===== src/rtl/traffic_phase_scheduler_pkg.sv =====
// Shared types for the intersection phase scheduler: state codes, lamp codes,
// grant enum and the side/pedestrian arbitration helper.
package traffic_pkg;

    typedef enum logic [2:0] {
        ST_MAIN_GREEN  = 3'd0,
        ST_MAIN_YELLOW = 3'd1,
        ST_ALL_RED     = 3'd2,
        ST_SIDE_GREEN  = 3'd3,
        ST_SIDE_YELLOW = 3'd4,
        ST_PED_CROSS   = 3'd5
    } state_t;

    localparam logic [1:0] LAMP_RED    = 2'b00;
    localparam logic [1:0] LAMP_YELLOW = 2'b01;
    localparam logic [1:0] LAMP_GREEN  = 2'b10;

    typedef enum logic {
        GRANT_SIDE = 1'b0,
        GRANT_PED  = 1'b1
    } grant_t;

    // A lone request wins outright; a tie goes to whoever was not served last.
    function automatic grant_t pick_grant(input logic side_pend, input logic ped_pend,
                                          input grant_t last_grant);
        grant_t g;
        if (side_pend && ped_pend) begin
            if (last_grant == GRANT_SIDE) g = GRANT_PED;
            else                          g = GRANT_SIDE;
        end else if (ped_pend) begin
            g = GRANT_PED;
        end else begin
            g = GRANT_SIDE;
        end
        return g;
    endfunction

endpackage


===== src/rtl/traffic_phase_scheduler_tick_prescaler.sv =====
// Free-running clock divider producing a one-cycle tick every TICK_DIV clocks;
// clr restarts the count so each phase begins on a fresh tick boundary.
module tick_prescaler #(
    parameter int TICK_DIV = 4
) (
    input  logic clk,
    input  logic reset,
    input  logic clr,
    output logic tick
);

    localparam int PW = (TICK_DIV > 1) ? $clog2(TICK_DIV) : 1;
    localparam logic [PW-1:0] LAST = PW'(TICK_DIV - 1);

    logic [PW-1:0] cnt_reg;

    always_ff @(posedge clk) begin
        if (reset || clr) begin
            cnt_reg <= '0;
        end else if (cnt_reg == LAST) begin
            cnt_reg <= '0;
        end else begin
            cnt_reg <= cnt_reg + 1'b1;
        end
    end

    assign tick = (cnt_reg == LAST);

endmodule


===== src/rtl/traffic_phase_scheduler.sv =====
// Intersection phase sequencer: main/side/pedestrian lamps with tick-timed phases
// and all-red clearance. Optional emergency preemption via `EMERGENCY_PREEMPT_EN.
module traffic_phase_scheduler
    import traffic_pkg::*;
#(
    parameter int TICK_DIV = 4,
    parameter int CNT_W    = 4,
    parameter int MAIN_MIN = 4,
    parameter int SIDE_T   = 4,
    parameter int YELLOW_T = 2,
    parameter int ALLRED_T = 1,
    parameter int PED_T    = 3
) (
    input  logic       clk,
    input  logic       reset,
    input  logic       side_req,
    input  logic       ped_req,
    input  logic       emerg_req,
    output logic [1:0] main_street,
    output logic [1:0] side_street,
    output logic       pedestrian_light,
    output logic       ped_ack,
    output logic [2:0] phase
);

    localparam logic [CNT_W-1:0] MAIN_LAST   = CNT_W'(MAIN_MIN - 1);
    localparam logic [CNT_W-1:0] SIDE_LAST   = CNT_W'(SIDE_T - 1);
    localparam logic [CNT_W-1:0] YELLOW_LAST = CNT_W'(YELLOW_T - 1);
    localparam logic [CNT_W-1:0] ALLRED_LAST = CNT_W'(ALLRED_T - 1);
    localparam logic [CNT_W-1:0] PED_LAST    = CNT_W'(PED_T - 1);

    state_t           state_reg, state_next;
    state_t           dest_reg, dest_next;
    logic [CNT_W-1:0] timer_reg, timer_next;
    logic             side_pend_reg, side_pend_next;
    logic             ped_pend_reg, ped_pend_next;
    grant_t           last_grant_reg, last_grant_next;
    logic             preempt_reg, preempt_next;
    logic             entry_reg;
    logic             tick;
    logic             hold;
    logic             state_change;
    logic             emerg;

`ifdef EMERGENCY_PREEMPT_EN
    assign emerg = emerg_req;
`else
    logic unused_emerg;
    assign unused_emerg = emerg_req;
    assign emerg = 1'b0;
`endif

    assign state_change = (state_next != state_reg);

    tick_prescaler #(
        .TICK_DIV(TICK_DIV)
    ) u_prescaler (
        .clk  (clk),
        .reset(reset),
        .clr  (state_change || hold),
        .tick (tick)
    );

    // Next-state logic; preempt_reg stops the post-yellow grant from overriding an emergency return.
    always_comb begin
        state_next   = state_reg;
        dest_next    = dest_reg;
        preempt_next = preempt_reg;
        hold         = 1'b0;
        case (state_reg)
            ST_MAIN_GREEN: begin
                if (emerg) begin
                    state_next   = ST_MAIN_YELLOW;
                    dest_next    = ST_MAIN_GREEN;
                    preempt_next = 1'b1;
                end else if (tick && timer_reg == MAIN_LAST && (side_pend_reg || ped_pend_reg)) begin
                    state_next = ST_MAIN_YELLOW;
                end
            end
            ST_MAIN_YELLOW: begin
                if (tick && timer_reg == YELLOW_LAST) begin
                    state_next   = ST_ALL_RED;
                    preempt_next = 1'b0;
                    if (preempt_reg)
                        dest_next = ST_MAIN_GREEN;
                    else if (pick_grant(side_pend_reg, ped_pend_reg, last_grant_reg) == GRANT_PED)
                        dest_next = ST_PED_CROSS;
                    else
                        dest_next = ST_SIDE_GREEN;
                end
            end
            ST_ALL_RED: begin
                if (emerg) begin
                    hold = 1'b1;
                end else if (tick && timer_reg == ALLRED_LAST) begin
                    state_next = dest_reg;
                end
            end
            ST_SIDE_GREEN: begin
                if (emerg) begin
                    state_next = ST_SIDE_YELLOW;
                    dest_next  = ST_MAIN_GREEN;
                end else if (tick && timer_reg == SIDE_LAST) begin
                    state_next = ST_SIDE_YELLOW;
                end
            end
            ST_SIDE_YELLOW: begin
                if (tick && timer_reg == YELLOW_LAST) begin
                    state_next = ST_ALL_RED;
                    dest_next  = ST_MAIN_GREEN;
                end
            end
            ST_PED_CROSS: begin
                if (emerg || (tick && timer_reg == PED_LAST)) begin
                    state_next = ST_ALL_RED;
                    dest_next  = ST_MAIN_GREEN;
                end
            end
            default: begin
                state_next = ST_MAIN_GREEN;
            end
        endcase
    end

    // Timer saturates in MAIN_GREEN so the minimum-green condition stays true while waiting.
    always_comb begin
        timer_next = timer_reg;
        if (state_change || hold) begin
            timer_next = '0;
        end else if (tick) begin
            if (!(state_reg == ST_MAIN_GREEN && timer_reg == MAIN_LAST))
                timer_next = timer_reg + 1'b1;
        end
    end

    always_comb begin
        side_pend_next  = side_pend_reg | side_req;
        ped_pend_next   = ped_pend_reg | ped_req;
        last_grant_next = last_grant_reg;
        if (state_reg == ST_SIDE_GREEN) begin
            side_pend_next  = 1'b0;
            last_grant_next = GRANT_SIDE;
        end
        if (state_reg == ST_PED_CROSS) begin
            ped_pend_next   = 1'b0;
            last_grant_next = GRANT_PED;
        end
    end

    always_ff @(posedge clk) begin
        if (reset) begin
            state_reg      <= ST_MAIN_GREEN;
            dest_reg       <= ST_MAIN_GREEN;
            timer_reg      <= '0;
            side_pend_reg  <= 1'b0;
            ped_pend_reg   <= 1'b0;
            last_grant_reg <= GRANT_PED;
            preempt_reg    <= 1'b0;
            entry_reg      <= 1'b0;
        end else begin
            state_reg      <= state_next;
            dest_reg       <= dest_next;
            timer_reg      <= timer_next;
            side_pend_reg  <= side_pend_next;
            ped_pend_reg   <= ped_pend_next;
            last_grant_reg <= last_grant_next;
            preempt_reg    <= preempt_next;
            entry_reg      <= state_change;
        end
    end

    always_comb begin
        main_street      = LAMP_RED;
        side_street      = LAMP_RED;
        pedestrian_light = 1'b0;
        case (state_reg)
            ST_MAIN_GREEN:  main_street      = LAMP_GREEN;
            ST_MAIN_YELLOW: main_street      = LAMP_YELLOW;
            ST_SIDE_GREEN:  side_street      = LAMP_GREEN;
            ST_SIDE_YELLOW: side_street      = LAMP_YELLOW;
            ST_PED_CROSS:   pedestrian_light = 1'b1;
            default: ;
        endcase
    end

    assign ped_ack = entry_reg && (state_reg == ST_PED_CROSS);
    assign phase   = state_reg;

endmodule


===== config.mk =====
export PLATFORM = sky130hd
export DESIGN_NAME = traffic_phase_scheduler
export DESIGN_NICKNAME = d
export VERILOG_FILES = /design/src/rtl/traffic_phase_scheduler_pkg.sv /design/src/rtl/traffic_phase_scheduler_tick_prescaler.sv /design/src/rtl/traffic_phase_scheduler.sv
export SDC_FILE = /design/constraint.sdc
export NUM_CORES = 1
export LEC_CHECK = 0
export ABC_CLOCK_PERIOD_IN_PS = 2000
export CAP_MARGIN = 5
export CORE_MARGIN = 5
export CORE_UTILIZATION = 46
export CTS_CLUSTER_SIZE = 14
export DETAILED_ROUTE_END_ITERATION = 10
export GPL_TIMING_DRIVEN = 0
export PLACE_DENSITY = 0.75
export RECOVER_POWER = 50
export SYNTH_ARGS = -nofsm -noshare
export SYNTH_HDL_FRONTEND = slang
export SYNTH_SLANG_ARGS = --single-unit

===== constraint.sdc =====
create_clock -name clk -period 2 [get_ports clk]
set_input_delay 0.5 -clock clk [delete_from_list [all_inputs] [get_ports clk]]
set_output_delay 0.5 -clock clk [all_outputs]
set_load 0.05 [all_outputs]

==> flow_results.org, run 1 <==
** Synthesis
- For this run, the register share of the synthesized area comes to 36.8%.
- After synthesis the netlist holds a flip-flop and latch count of 16.
- Avg Synthesized Cell Area :: 8.37 um^2
- Combined area of all synthesized cells :: 871 um^2
- The cell count after synthesis came out at 104.
- Post-Syn Nets :: 114
- Total of warnings raised by yosys :: 0
- Synth cell types :: 38

** Worst setup path
- Cell type with the highest occurrence count on the critical path :: clkbuf_4
- In this run the critical register-to-register path is captured at timer_reg[2].
- Kind of capture point of the worst setup path :: output pin
- On the critical path, the stage with the largest delay is an instance of dfxtp_1.
- Critical path, cell by cell :: clkbuf_4 -> and2b_2 -> and3_2 -> clkbuf_4
- The critical path in this run is classified as reg -> out.
- Of all nets on the critical path, the largest fanout is 10.
- Register-to-Register Setup Slack :: 0.09 ns
- Required time of the worst setup path :: around 1.5 ns
- Endpoint of the worst setup timing path :: ped_ack
- The critical path starts at phase[2].
- Crit start category :: register
- For the worst setup path, the data arrival time is 1.44 ns.
- R2R Path Start :: u_prescaler.cnt_reg[0]
- The largest single stage delay on the critical path is 0.32 ns.
- Measured in cells, the most critical reg-to-reg path has a length of 6.

** Cells and area
- Fill cells in the final layout number 177.
- Area growth from synthesis to layout :: 24.7%
- NumNets Final :: 131
- The register with the most flip-flops in the layout has 4 of them.
- Number of antenna cells inserted :: 0
- Share of post-route cells with drive strength above 1 :: 22.5%

** Detailed routing
- Total via count in the routed design :: between 700 and 800
- Detailed Route WL :: ~1900 um
- After detailed routing, the number of remaining DRC violations is 0.
- The detailed router finished its first iteration with 12 violations.
- Via/cell ratio :: 5.32
- In this run the remaining antenna-violating nets after routing total 0.
- Total iterations of the first detailed-routing run :: 4
- Detail-routed net length per standard cell :: around 13 um

** Global routing
- The first global-routing pass estimated between 3000 and 4000 um of wire.
- The number of antenna violations at the first check in global routing came to 0.
- Largest net degree at the start of global routing :: 11
- Summed over all layers, the global routing overflow is 0.
- Vias in the first global route :: 698
- All-layer global routing usage :: 14.6%

** CTS
- TritonCTS buffer count :: 3
- Clock tree synthesis found a total of 16 sinks.
- Buffer cell driving the clock tree root :: clkbuf_4
- After clock tree synthesis, the flow added hold-fix buffers numbering 0.
- Post CTS Setup Buffer Count :: 0
- TritonCTS built the clock tree.
- At the later pin of the worst-skew pair, clock insertion delay measures 0.29 ns.
- Clock transition at path regs :: 0.10 ns
- In this run the deepest clock path goes through 2 buffers.
- H-Tree Depth :: 1

** Hold path
- The path class of the tightest hold or removal check is reg -> reg.

** Status
- The flow ran to the end, and the final reports show no timing, DRC or antenna violations.

** STA
- Summed over all failing endpoints, the final setup total negative slack is 0 ns.
- Based on the critical path, the design can be clocked at up to a little over 0.5 GHz.
- Final hold analysis gives a worst-case slack of 0.481 ns.
- Setup violations remaining at the end of the flow were counted as 0.
- Setup repair after global routing could not meet its margin everywhere.
- Skew final :: 0.00544 ns
- Period utilization :: 97.0%
- The max-slew violation total from the final report came to 0.
- For the pin with the worst max-slew slack, the measured transition is 0.491 ns.
- Counting I/O delays and the setup requirement, the final critical path takes 1.94 ns.
- Headroom to the max-slew limit :: 67.1%
- Hold Vio Cnt, Final :: 0

** Floorplan
- Die W :: roughly 54 um
- Area of the core :: between 1500 and 2000 um^2
- The initial utilization of the core area, before any placement, comes to 49.4%.
- Height of the die :: 53.5 um
- Floorplan die area :: 2860 um^2
- Std cell rows :: 15
- Top-Level Pins :: 14

** Pwr
- Power Density :: 558 nW/um^2
- For this design the static power due to leakage is 0.000410 uW.
- VDD sags by at most 418 uV.

** Place
- Port buffering added 12 buffers.
- The HPWL after detailed placement is 1380 um.
- At the end of routability-driven placement, the weighted congestion stood at 0.853.

** Flow run
- Across the run, the number of max-cap violations was 0.
## power by group
group	leakage, uW	internal, uW	switching (uW)
combinational	0.000258	27.4	27.6
sequential	0.000131	327	8.91
clock	0.0000210	111	104
total	0.000410	465	141
## layer usage
metal / wire length [um] / part of all wire [%] / GRT usage (%)
met3: 77 / 4.1 / 3.38
met4: 17 / 0.91 / 5.11
met1: 941 / 50 / 18.8
met5: 0 / 0 / 0
met2: 838 / 45 / 23.7
## layout make-up
class	instances	area [um^2]	area share [%]
plain buffers	4	21.3	1.96
well taps	25	31.3	2.88
flip-flops and latches	16	324	29.8
clock buffers	4	36.3	3.34
repair buffers	12	104	9.56
inverters	6	22.5	2.07
multi-input cells	78	547	50.3
## repair_timing
action                                  in CTS  in global routing
pin swaps                                    0                  1
endpoints found under the setup margin      11                 14
resized for setup                           31                 14
hold endpoints to repair                     0                  0
gates cloned                                 0                  0
## placed cells by master, fill, tap and decap left out, types with 2 or more instances in the layout
master and instances:
a21oi_1 3, a31oi_1 3, and2_1 3, and3_2 2, buf_2 2, clkbuf_4 7, clkdlybuf4s50_1 3, dfxtp_1 15
dlygate4sd2_1 2, ha_1 4, inv_1 5, mux2i_1 2, nand2_1 10, nand2b_1 2, nand3_1 2, nand4_1 2
nor2_1 13, nor2_2 2, nor3_1 2, o21ai_0 5, xor2_1 2
## critical path, delay by kind of cell (launching register included)
| kind | cells | cell delay (ns) |
|---|---|---|
| and+or+nand+nor | 2 | 0.44 |
| buffers and inverters | 2 | 0.39 |
| DFF | 1 | 0.32 |
## cells by family after synthesis
kind of cell	synth area share, %
AOI/OAI and AO/OA	19.3
buffers and inverters	4.45
adders and majority gates	7.18
xor gates and xnor gates	3.02
muxes	2.30
DFF	36.8
and+or+nand+nor	27.0
## how the worst min path moves through the flow
| stage | cells after the start | slack (ns) | endpoint | startpoint |
|---|---|---|---|---|
| after floorplan | 1 | 0.40 | u_prescaler.cnt_reg[0] | u_prescaler.cnt_reg[0] |
| after global placement | 1 | 0.41 | u_prescaler.cnt_reg[0] | u_prescaler.cnt_reg[0] |
| after detailed placement | 1 | 0.42 | u_prescaler.cnt_reg[0] | u_prescaler.cnt_reg[0] |
| after CTS | 1 | 0.44 | u_prescaler.cnt_reg[0] | u_prescaler.cnt_reg[0] |
| after global routing | 1 | 0.51 | u_prescaler.cnt_reg[0] | u_prescaler.cnt_reg[0] |
| final | 2 | 0.48 | last_grant_reg | last_grant_reg |
## through the flow
stage               utilization, %  area, um^2  cells  setup slack, ns  power [uW]
floorplan                        -         882    104          -0.0735         379
global placement              58.6        1030    141           -0.374         392
detailed placement            58.6        1030    141           -0.389         394
CTS                           59.8        1050    145          0.00184         606
global route                  61.6        1090    145          -0.0100         636
finish                        61.6        1090    145           0.0597         606
## cell usage after synthesis
cell | instances | area [um^2]
dfxtp_1 | 16 | 320
nor2_1 | 15 | 56.3
nand2_1 | 10 | 37.5
ha_1 | 5 | 62.6
inv_1 | 5 | 18.8
o21ai_0 | 5 | 25.0
and2_1 | 4 | 25.0
a21oi_1 | 3 | 15.0
a31oi_1 | 3 | 18.8
clkbuf_1 | 3 | 11.3
nor3_1 | 3 | 15.0
mux2i_1 | 2 | 20.0
nand2b_1 | 2 | 12.5
nand3_1 | 2 | 10.0
nand4_1 | 2 | 12.5
xor2_1 | 2 | 17.5
a2111o_1 | 1 | 11.3
a211o_1 | 1 | 8.76
a211oi_1 | 1 | 7.51
a211oi_4 | 1 | 20.0
a21o_1 | 1 | 7.51
a221oi_2 | 1 | 15.0
a22oi_1 | 1 | 7.51
and2b_1 | 1 | 7.51
and3_1 | 1 | 6.26
and3_2 | 1 | 7.51
buf_2 | 1 | 5.00
inv_2 | 1 | 3.75
nand3b_1 | 1 | 7.51
nand4b_2 | 1 | 15.0
nor3b_1 | 1 | 7.51
o211ai_1 | 1 | 7.51
o21a_1 | 1 | 7.51
o22a_1 | 1 | 8.76
o31ai_1 | 1 | 7.51
or3_1 | 1 | 6.26
or3b_2 | 1 | 8.76
xnor2_1 | 1 | 8.76
Note: power is estimated with default switching activity, not from simulation.
==> inputs of run 2 (changes only) <==
ABC_AREA = 1   (was default)
CORE_UTILIZATION = 49   (was 46)
CTS_BUF_LIST = sky130_fd_sc_hd__clkbuf_8   (was default)
PLACE_DENSITY = 0.78   (was 0.75)
==> run 2 against run 1 <==
Net effect:
- via count grew 5.4%
- final cell count grew 19%
- hold slack lost 0.054 ns
- first-iteration DRC count shrank 17%
- sequential share of layout area shrank 1.1 points
- critical path depth shrank 3
- critical path type unchanged
- largest cell class unchanged
- highest routed layer unchanged
- core utilization grew 2.3 points
- combinational power shrank 11%
- flip-flop and latch count is the same
- synthesized cell count grew 28%
- fmax shrank 0.28%
- count of clock-buffer cells in the layout is the same
==> flow_results.org, run 2 <==
** Pwr
- Power Density :: 594 nW/um^2 (+6.4%)
- The fraction of power spent switching nets came to 21.5% (-1.7 points).
- Combinational Power Share :: 7.3% (-1.8 points)
- The static leakage power is 0.000533 uW (+30%).
- Share of total power in the clock network :: 42.5% (+7.0 points)
- Int Pwr :: 525 uW (+13%)
- Sequential Power Share :: 50.3% (-5.2 points)
- The overall power was 669 uW (+10%).
- The switching power was 144 uW (+2.3%).
- VDD IR max :: 466 uV (+12%)

** STA
- The period utilization was 97.3% (+0.27 points).
- Max-slew violation count :: 0 (unchanged)
- The maximum operating frequency came to 0.514 GHz (-0.28%).
- Final min period :: 1.95 ns (+0.00549 ns)
- The final-layout worst hold slack is 0.427 ns (-0.0539 ns).
- The transition time at the pin with the least slew margin was 0.596 ns (+0.105 ns).
- Minimum setup slack in the final design :: 0.0542 ns (-0.00549 ns)
- Skew final :: 0.00159 ns (-0.00385 ns)
- Setup repair after global routing left no endpoint under its margin.
- Setup violation total in the final timing report :: 0 (unchanged)
- The total count of hold-check failures in the final report is 0 (unchanged).
- The relative max-transition margin is 60.4% (-6.7 points).

** Worst setup path
- Crit path max-delay family :: buffers and inverters
- CP Buf/Inv Count :: 1 (-1)
- Critical path data arrival time :: 1.45 ns (about the same)
- Kind of capture point of the worst setup path :: output pin
- The required time reported for the critical path endpoint is 1.50 ns (about the same).
- The critical path is of the reg -> out type.
- Traced cell by cell, the critical path runs through clkdlybuf4s50_1.
- STA classifies the critical path startpoint as a register.
- Register-to-Register Setup Slack :: 0.33 ns (+0.24 ns)
- Among all stages on the critical path, the largest delay is contributed by clkdlybuf4s50_1.
- Max stage delay on crit path :: 0.82 ns (+0.50 ns)
- The maximum net fanout on the critical path came to 5 (-5).

** Synthesis
- Number of enable-type register cells in the synthesized netlist :: 0 (unchanged)
- The biggest area contributor in the post-synthesis netlist is dfxtp_1.
- The share of the synthesized area in the top cell type was 34.3% (-2.5 points).
- The number of library cell types mapped by synthesis is 25 (-34%).
- Synthesized netlist cell count :: 133 (+28%)
- Top cells by area, synth :: dfxtp_1 (34%), nand2_1 (10%), inv_1 (9.7%), nor2_1 (6.8%), ha_1 (6.7%)
- Yosys instantiated no cell more often than nand2_1.
- For this run, the leading register cell type out of synthesis is dfxtp_1.
- The average instance area after synthesis was 7.02 um^2 (-16%).
- Total of warnings raised by yosys :: 0 (unchanged)
- The net count of the mapped netlist was 143 (+25%).
- Proportion of synthesized chip area in sequential cells :: 34.3% (-2.5 points)
- The commonest cells after synthesis are nand2_1 (25), inv_1 (24), nor2_1 (17).
- Number of storage elements in the synthesis netlist :: 16 (unchanged)
- Ys async rst share :: 0% (unchanged)
- The summed instance area of the synthesized netlist came to 933 um^2 (+7.2%).

** Status
- The flow ran to the end, and the final reports show no timing, DRC or antenna violations.

** Floorplan
- Die W :: 53.6 um (+0.25%)
- Initial core utilization :: 52.9% (+3.5 points)
- The cell row count was 15 (unchanged).
- Floorplan die area :: 2880 um^2 (+0.51%)
- Area of the core :: 1760 um^2 (unchanged)
- The boundary pin count was 14 (unchanged).
- The die extent in y was 53.6 um (+0.25%).

** CTS
- The number of levels the H-tree was split into was 1 (unchanged).
- Buffer cell driving the clock tree root :: clkbuf_8
- The clock latency at the later pin of the worst-skew pair was 0.25 ns (-0.04 ns).
- The clock buffer count from CTS is 3 (unchanged).
- Clock tree from TritonCTS :: built
- Sinks on the clock net :: 16 (unchanged)
- Hold buffer count at cts :: 0 (unchanged)
- Post CTS Setup Buffer Count :: 0 (unchanged)
- The clock slew seen by the registers of the worst setup and hold paths came to 0.06 ns (-0.04 ns).
- Worst-case clock buffer depth :: 2 (unchanged)

** Cells and area
- NumNets Final :: 159 (+21%)
- Share of post-route cells with drive strength above 1 :: 20.3% (-2.2 points)
- Total area of multi-input combinational cells :: 512 um^2 (-6.4%)
- The filler cell count in the final layout is 168 (-5.1%).
- The sequential cell area in the final layout is 324 um^2 (unchanged).
- The count of antenna diodes in the layout was 0 (unchanged).
- Utilization after layout :: 63.8% (+2.3 points)
- Highest-count cells in the layout ignoring fill and taps :: inv_1 (25), nand2_1 (25), nor2_1 (16)
- The post-layout instance count excluding filler cells came to 173 (+19%).
- The number of flip-flops in the largest register was 4 (unchanged).
- From synthesis to final layout, the design area changed by 20.6%.

** Detailed routing
- Detail-routed net length per standard cell :: 10.6 um (-18%)
- The remaining number of nets flagged by the antenna check after routing came to 0 (unchanged).
- The remaining routing DRC violations came to 0 (unchanged).
- The detailed-route via count was 814 (+5.4%).
- Via/cell ratio :: 4.71 (-12%)
- The starting DRC count in detailed routing came to 10 (-2).
- Detailed Route WL :: 1840 um (-1.8%)
- The number of detailed-route iterations in the first pass is 4 (unchanged).

** Place
- The detailed-placement wirelength estimate came to 1460 um (+5.9%).
- The port buffer count was 11 (-1).
- The number of placed instances with taps included came to 169 (+20%).
- The global placement routability congestion is 0.894 (+4.7%).
- The setup slack after placement is -0.220 ns (+0.169 ns).

** Global routing
- The residual overflow from global routing was 0 (unchanged).
- Vias in the first global route :: 783 (+12%)
- The largest net degree at the start of global routing was 10 (-1).
- The aggregate global-route resource usage was 15.9% (+1.3 points).
- Wire length of the first global-routing pass :: 3310 um (+9.3%)
- Initial antenna violation count :: 0 (unchanged)

** Flow run
- The number of violations of the max-capacitance limit is 0 (unchanged).

** Hold path
- The worst hold path belongs to the class reg -> reg.
run 2: final cells by class:
| class | count | area share, % |
|---|---|---|
| Clock buffer | 4 | 4.89 |
| Sequential cell | 16 | 28.8 |
| Buffer | 1 | 0.333 |
| Tap cell | 25 | 2.78 |
| Timing Repair Buffer | 11 | 8.44 |
| Multi-Input combinational cell | 88 | 45.4 |
| Inverter | 28 | 9.33 |
run 2: stage by stage:
| step | setup TNS (ns) | cell area (um^2) |
|---|---|---|
| 6_report | 0 | 1130 |
| 4_1_cts | 0 | 1130 |
| 3_5_place_dp | -0.268 | 1090 |
| 2_1_floorplan | 0 | 945 |
| 5_1_grt | 0 | 1130 |
| 3_3_place_gp | -0.247 | 1090 |
run 2: worst paths after layout:
path / startpoint / endpoint / depth (start not counted)
worst max-delay path: phase[2] / phase[2] / 1
worst min-delay path: u_prescaler.cnt_reg[0] / u_prescaler.cnt_reg[0] / 1
worst max register to register: timer_reg[1] / u_prescaler.cnt_reg[0] / 13
worst min register to register: u_prescaler.cnt_reg[0] / u_prescaler.cnt_reg[0] / 1
run 2: metal layers:
metal	track usage, %	part of all wire, %	routed length (um)
met1	17.6	45	819
met2	29.8	52	954
met3	3.32	3.2	59
met4	5.11	0.38	7
met5	0	0	0
run 2: repair_timing:
action	CTS	global route
pin swaps	0	0
resized for setup	13	4
gates cloned	0	0
endpoints found under the setup margin	6	4
run 2: kinds of logic (layout without fill, tap and decap cells):
family	count (synthesis)	after routing	synth area share [%]
AO/OA/AOI/OAI	14	14	9.92
AND/OR/NAND/NOR	65	65	33.4
adder cells (fa/ha/maj)	5	5	6.70
XOR/XNOR	3	3	2.82
flip-flops	16	16	34.3
multiplexers	1	1	1.21
buffers and inverters	29	44	11.7
run 2: power groups by stage:
stage / registers, uW / logic [uW] / clock network, uW
final: 336 / 48.7 / 284
after detailed placement: 343 / 48.0 / 0
after global placement: 342 / 46.3 / 0
after global routing: 338 / 59.3 / 309
after CTS: 336 / 49.4 / 290
after floorplan: 342 / 36.8 / 0
